[src/rtl/booth_pkg.sv]
// Shared types and constants for the radix-2 Booth multiplier.
// The counter width is derived from WIDTH so the step count WIDTH itself fits.
`timescale 1ns/1ps
package booth_pkg;

    typedef enum logic [1:0] {
        IDLE,
        RUN,
        DONE
    } state_t;

    localparam int DEFAULT_WIDTH = 8;
    localparam int COUNT_W       = $clog2(DEFAULT_WIDTH + 1);

    function automatic int countWidth(input int width);
        return $clog2(width + 1);
    endfunction

endpackage

[src/rtl/booth_step.sv]
// One combinational radix-2 Booth step: conditional add/subtract of M into ACC,
// followed by an arithmetic right shift of {ACC, Q, q_1}.
`timescale 1ns/1ps
module booth_step
    import booth_pkg::*;
#(
    parameter int WIDTH = DEFAULT_WIDTH
) (
    input  logic [WIDTH:0]   i_acc,
    input  logic [WIDTH-1:0] i_q,
    input  logic             i_q1,
    input  logic [WIDTH:0]   i_m,
    output logic [WIDTH:0]   o_acc,
    output logic [WIDTH-1:0] o_q,
    output logic             o_q1
);

    logic [WIDTH:0] w_sum;

    // ACC is one bit wider than the operands so that M = -2^(WIDTH-1) never overflows.
    always_comb begin
        w_sum = i_acc;
        case ({i_q[0], i_q1})
            2'b01:   w_sum = i_acc + i_m;
            2'b10:   w_sum = i_acc - i_m;
            default: w_sum = i_acc;
        endcase
    end

    assign {o_acc, o_q, o_q1} = {w_sum[WIDTH], w_sum, i_q};

endmodule

[src/rtl/booth_multiplier.sv]
// Sequential signed multiplier, one Booth step per clock, with a level-style
// en/ready handshake: the product is held in DONE until en is dropped.
`timescale 1ns/1ps
module booth_multiplier
    import booth_pkg::*;
#(
    parameter int WIDTH = DEFAULT_WIDTH
) (
    input  logic                 clk,
    input  logic                 reset,
    input  logic                 en,
    input  logic [WIDTH-1:0]     A,
    input  logic [WIDTH-1:0]     B,
    output logic [2*WIDTH-1:0]   Output,
    output logic                 ready
);

    localparam int CW = countWidth(WIDTH);

    state_t           r_state;
    logic [WIDTH:0]   r_m;
    logic [WIDTH:0]   r_acc;
    logic [WIDTH-1:0] r_q;
    logic             r_q1;
    logic [CW-1:0]    r_count;

    logic [WIDTH:0]   w_acc;
    logic [WIDTH-1:0] w_q;
    logic             w_q1;

    booth_step #(
        .WIDTH (WIDTH)
    ) u_step (
        .i_acc (r_acc),
        .i_q   (r_q),
        .i_q1  (r_q1),
        .i_m   (r_m),
        .o_acc (w_acc),
        .o_q   (w_q),
        .o_q1  (w_q1)
    );

    // Operands are captured only on the start edge; en is ignored while running,
    // and DONE needs en low for an edge before another start is accepted.
    always_ff @(posedge clk) begin
        if (reset) begin
            r_state <= IDLE;
            r_m     <= '0;
            r_acc   <= '0;
            r_q     <= '0;
            r_q1    <= 1'b0;
            r_count <= '0;
            Output  <= '0;
            ready   <= 1'b0;
        end else begin
            case (r_state)
                IDLE: begin
                    ready <= 1'b0;
                    if (en) begin
                        r_m     <= {A[WIDTH-1], A};
                        r_acc   <= '0;
                        r_q     <= B;
                        r_q1    <= 1'b0;
                        r_count <= CW'(WIDTH);
                        r_state <= RUN;
                    end
                end
                RUN: begin
                    r_acc   <= w_acc;
                    r_q     <= w_q;
                    r_q1    <= w_q1;
                    r_count <= r_count - 1'b1;
                    if (r_count == CW'(1)) begin
                        Output  <= {w_acc[WIDTH-1:0], w_q};
                        ready   <= 1'b1;
                        r_state <= DONE;
                    end
                end
                DONE: begin
                    if (!en) begin
                        ready   <= 1'b0;
                        r_state <= IDLE;
                    end
                end
                default: begin
                    ready   <= 1'b0;
                    r_state <= IDLE;
                end
            endcase
        end
    end

endmodule

[config.mk]
export PLATFORM = sky130hd
export DESIGN_NAME = booth_multiplier
export DESIGN_NICKNAME = d
export VERILOG_FILES = /design/src/rtl/booth_pkg.sv /design/src/rtl/booth_step.sv /design/src/rtl/booth_multiplier.sv
export SDC_FILE = /design/constraint.sdc
export NUM_CORES = 1
export LEC_CHECK = 0
export ABC_CLOCK_PERIOD_IN_PS = 2800
export CORE_MARGIN = 5
export CORE_UTILIZATION = 54
export DETAILED_ROUTE_END_ITERATION = 8
export PLACE_DENSITY = 0.86
export SKIP_LAST_GASP = 1
export SLEW_MARGIN = 20
export SYNTH_ARGS = -nofsm -noshare
export SYNTH_HDL_FRONTEND = slang
export SYNTH_SLANG_ARGS = --single-unit
export TNS_END_PERCENT = 30
[constraint.sdc]
create_clock -name clk -period 2.8 [get_ports clk]
set_input_delay 0.56 -clock clk [delete_from_list [all_inputs] [get_ports clk]]
set_output_delay 0.56 -clock clk [all_outputs]
set_load 0.01 [all_outputs]
== Yosys cells after proc, flatten, opt, wreduce, memory -nomap -nowiden ==
Cells that the tools add are included.

* Register bits after elaboration: 49
* Output and inout bits: 17
* Logic and storage cells: 42

* Add/subtract/negate cells: 3
* Eq/ne operators: 8
* Mux-type cells: 16
* Reductions and logical operators: 7

{| class="wikitable"
|+ Operator list
! kind !! count
|-
| $pmux W9 S2 || 2
|-
| $pmux W8 S2 || 1
|-
| $add A9 B9 Y9 || 1
|-
| $mux W9 || 1
|-
| $sub A9 B9 Y9 || 1
|-
| $mux W8 || 1
|-
| $pmux W4 S2 || 1
|-
| $reduce_and A2 Y1 || 4
|-
| $mux W2 || 3
|-
| $ne A2 B2 Y1 const B || 3
|-
| $pmux W2 S3 || 1
|-
| $eq A2 B1 Y1 const B || 2
|-
| $eq A2 B2 Y1 const B || 2
|-
| $eq A4 B1 Y1 const B || 1
|-
| $mux W4 || 1
|-
| $pmux W1 S2 || 2
|-
| $sub A4 B1 Y4 const B || 1
|-
| $mux W1 || 3
|-
| $reduce_and A3 Y1 || 1
|-
| $logic_not A2 Y1 || 1
|-
| $reduce_bool A2 Y1 || 1
|}

== Logic depth before layout (Yosys ltp) ==
Gate-level depths: netlist of the first run.

* Word-level depth: 3
* Gate-level depth with buffers: 13
* Mapped depth without buffers: 11

== Hierarchy ==
A second synthesis of the first run with hierarchy kept.

* Cells, all modules: 346
* Area, all modules: 2817.7 sq um

{| class="wikitable"
|+ Modules (own cells, without submodules)
! module !! times used !! cells an instance !! area each (sq um)
|-
| booth_multiplier || 1 || 244 || 2083.2
|-
| booth_step || 1 || 102 || 734.5
|}

== Worst setup path before layout of the first run ==
Ideal clock, no wire load.

* Kind: register to register
* From: reg r_q1
* To: reg Output[15]
* Library setup time: 0.132 ns
* Data arrival time: 2.322 ns
* Required time: 2.668 ns
* Slack: 0.346 ns
* Stages on the path, launching flop included: 14
* Buffers on the path: 2
* Clock period less this slack: 2.454 ns
* Cells stage by stage: dfxtp_1 -> inv_1 -> ha_1 -> buf_2 -> a31oi_1 -> xnor2_1 -> ha_1 -> buf_6 -> a211oi_2 -> o21bai_1 -> o211a_1 -> nor2_2 -> xor2_1 -> a211oi_2

* Cells in the longest elaborated chain, start to end: 2
* Elaborated cells on any way between the ends: 3

{| class="wikitable"
|+ Ends and longest elaborated chain
! what !! RTL line !! text
|-
| from (decl) || booth_multiplier.sv:24 || <nowiki>logic r_q1;</nowiki>
|-
| from (signal assigned) || booth_multiplier.sv:71 || <nowiki>r_q1 <= w_q1;</nowiki>
|-
| $eq A2 B2 Y1 / $eq A2 B1 Y1 (equally long branches) || booth_step.sv:23 || <nowiki>case ({i_q[0], i_q1})</nowiki>
|-
| $pmux W9 S2 * || booth_step.sv:23 ||
|-
| to (signal assigned) || booth_multiplier.sv:74 || <nowiki>Output <= {w_acc[WIDTH-1:0], w_q};</nowiki>
|-
| to (decl) || booth_multiplier.sv:14 || <nowiki>output logic [2*WIDTH-1:0] Output,</nowiki>
|}

Every way passes the cells marked *; elsewhere a longest branch is shown, timed or not.
A chain may end at the register's enable or synchronous reset.

== Final worst setup path of the first run ==
* From: reg r_m[0]
* To: reg Output[15]

* Cells in the longest elaborated chain, start to end: 2
* Elaborated cells on any way between the ends: 3

{| class="wikitable"
|+ Ends and longest elaborated chain
! what !! RTL line !! text
|-
| from (decl) || booth_multiplier.sv:21 || <nowiki>logic [WIDTH:0] r_m;</nowiki>
|-
| from (signal assigned) || booth_multiplier.sv:60 || <nowiki>r_m <= {A[WIDTH-1], A};</nowiki>
|-
| $sub A9 B9 Y9 / $add A9 B9 Y9 (equally long branches) || booth_step.sv:25, booth_step.sv:24 ||
|-
| $pmux W9 S2 * || booth_step.sv:23 ||
|}

Marked as above.

==> flow_summary.yaml, run 1 <==
synthesis:
  synth_edf_count: 0
  synthesis.nets: 341
  syn_area_per_cell_um2: 7.98
  ys_ff_latch: 48
  ys_seq_area_share_pct: 39.0
  synth_ff_type: "dfxtp_1"
  synth_cell_types: 40
  yosys_warnings: 0
  syn_inst: 309
  synth_area_um2: 2460
  async_reset_ff_share_pct: 0
detailed_routing:
  firstDrtPassIters: 4
  postRouteAntennaNets: 0
  drt_first_iter_violations: 136
  drc: 0
  num_vias: 2224
  totalWireLength_um: 5770
  wire_per_inst_um: 14.7
  avgViaCountPerCell: 5.66
clocking:
  numCtsBuffers: 5
  cts_tree: "done"
  postCtsSetupBuffers: 0
  clock_latency_ns: 0.31
  cts_max_level: 2
  cts_num_sinks: 48
  clk_path_buf_depth: 2
  clk_pin_slew_ns: 0.09
  root_buffer: "clkbuf_8"
  holdBufCountCts: 0
floorplanning:
  ios: 36
  coreArea_um2: 4380
  die_h_um: 77.6
  rows: 24
  die_area_um2: 6020
  initial_utilization_pct: 56.2
  die_w_um: 77.6
global_route:
  grtUsageTotal_pct: 20.3
  grt.overflow.total: 0
  antenna_found_initial: 0
  grt_pass1_wl_um: 10000
  first_global_vias: 2242
  grt_max_degree: 21
pwr:
  seqPwrFrac_pct: 43.6
  max-vdd-ir-drop_uv: 347
  internal-power_w: 0.00120
  power_density_nw_per_um2: 579
  leakagePower_nw: 1.11
  p_sw_w: 0.000523
  combPwrFrac_pct: 25.3
  power.share.clock_pct: 31.1
  swShare_pct: 30.3
cells_and_area:
  final_area_um2: 2980
  finalNonFillerCells: 393
  nets: 372
  syn2layout_area_growth_pct: 20.7
  antenna_cells: 0
  fin_util_pct: 67.9
  final_layout_size_suffix_gt1_share_pct: 6.74
outcome:
  status: "completed"
timing:
  min_period_ns: 2.69
  skew_ns: 0.00608
  fmaxAchievable_mhz: 371
  post-route-period-util_pct: 96.2
  worst_slack_ns: 0.108
  setup_violations: 0
  rsz0062_at_grt: "yes"
  max_slew.worst_pin.slew_ns: 0.644
  slew_violations: 0
  finalSetupTns_ns: 0
  hold_viol: 0
  max_slew_margin_pct: 57.0
critical_path:
  slowest_delay_ns: 0.44
  crit_path_max_fanout: 5
  path_cells: "inv_1, ha_1, nor2_1, xnor2_1, ha_1, nand3_1, a211oi_2, o211a_1, nor2_2, xor2_1, a211oi_2"
  critPathSlowestCell: "dfxtp_1"
  cp.required_ns: 3.03
  crit_type: "reg -> reg"
  crit_arrival_ns: 2.92
  end_kind: "flop"
  worstSetupStartpointType: "flop"
worst_hold_path:
  hold_path_class: "reg -> reg"
placed_design:
  gp_congestion: 0.920
  place_area_um2: 2850
  pre_cts_ws_ns: 0.0957
  dp_cells: 385
  portBuffers: 35
  detailed_place_hpwl_um: 4160
run:
  drv_cap: 0
==> Yosys cell counts (7+ instances only) <==
| cell type | instances | area (um2) |
|---|---|---|
| o21ai_0 | 9 | 45.0 |
| clkbuf_1 | 12 | 45.0 |
| nand2_1 | 56 | 210 |
| inv_1 | 10 | 37.5 |
| nand3_1 | 7 | 35.0 |
| ha_1 | 12 | 150 |
| nor2_1 | 30 | 113 |
| a22oi_1 | 8 | 60.1 |
| a21oi_1 | 44 | 220 |
| xnor2_1 | 9 | 78.8 |
| dfxtp_1 | 48 | 961 |
| nor3_1 | 9 | 45.0 |
==> flip-flops by register name, summed over array words and instances (netlist names) <==
signal,count
r_q,8
Output,16
r_count,4
ready,1
r_state,2
r_q1,1
r_m,8
r_acc,8
==> metal layers <==
layer	vias up	part of all wire [%]	GRT usage, %
li1	1122	-	-
met1	1035	43	24.5
met2	58	49	34.3
met3	9	5.4	5.21
met4	0	1.9	8.08
met5	-	0	0
==> power groups by stage <==
stage	Combinational, W	Clock, W	Sequential (W)
2_1_floorplan	0.000328	0	0.000758
3_3_place_gp	0.000416	0	0.000762
3_5_place_dp	0.000427	0	0.000764
4_1_cts	0.000432	0.000542	0.000749
5_1_grt	0.000488	0.000576	0.000755
6_report	0.000436	0.000536	0.000750
==> cell families after synthesis <==
family / synth area share [%]
simple gates: 22.0
xor+xnor: 4.26
buf+inv: 4.82
compound gates: 21.8
flops: 39.0
fa+ha+maj: 6.90
mux: 1.22
==> layout make-up <==
cell class	count	area, um2
inverter	10	37.5
fill	387	1410
clock inverter	2	38.8
sequential	48	961
timing repair buffer	42	403
clock buffer	6	82.6
multi-input combinational	233	1390
tap	52	65.1
==> worst max-delay path, delay by kind of cell, from the launching register on <==
family | cells | cell delay, ns
xor gates and xnor gates | 2 | 0.26
adders and majority gates | 2 | 0.64
DFF | 1 | 0.44
AOI/OAI and AO/OA | 3 | 0.80
and+or+nand+nor | 3 | 0.39
buffers and inverters | 1 | 0.09
==> cells in the final DEF, fill, tap and decap left out, types with 3 or more instances in the layout <==
master,n
xnor2_1,9
a211oi_2,3
dfxtp_1,48
a31oi_1,4
clkdlybuf4s50_1,35
ha_1,11
nor3_1,9
buf_4,7
nand2b_1,5
inv_1,10
nand3_1,7
a211oi_1,5
nor2b_1,4
a21oi_1,44
o21ai_0,7
nand2_1,56
mux2i_1,3
clkbuf_8,6
o21a_1,3
nor2_1,30
a22oi_1,8
xor2_1,3
==> stage by stage <==
step / total power [W] / hold slack [ns]
final: 0.00172 / 0.457
after global placement: 0.00118 / 0.444
after detailed placement: 0.00119 / 0.447
after floorplan: 0.00109 / 0.444
after global routing: 0.00182 / 0.489
after CTS: 0.00172 / 0.460
==> final timing paths <==
kind                  start         end  slack (ns)  cells after the start
setup / recovery     r_m[0]  Output[15]        0.11                     11
hold / removal    Output[3]   Output[3]        0.46                      2
setup reg to reg     r_m[0]  Output[15]        0.11                     11
hold reg to reg   Output[3]   Output[3]        0.46                      2
==> repair_timing <==
action                     4_1_cts  5_1_grt
setup endpoints to repair        0        4
resized for setup                0        3
hold endpoints to repair         0        0
Power figures use the tool's default switching activity.
==> run 2: changes to the inputs <==
--- a/config.mk
+++ b/config.mk
@@ -10,6 +10,7 @@
 export CORE_UTILIZATION = 54
 export DETAILED_ROUTE_END_ITERATION = 8
 export PLACE_DENSITY = 0.86
+export SKIP_CTS_REPAIR_TIMING = 1
 export SKIP_LAST_GASP = 1
 export SLEW_MARGIN = 20
 export SYNTH_ARGS = -nofsm -noshare
==> results of run 2 <==
The final DEF is identical to that of run 1; final timing and power are the same.
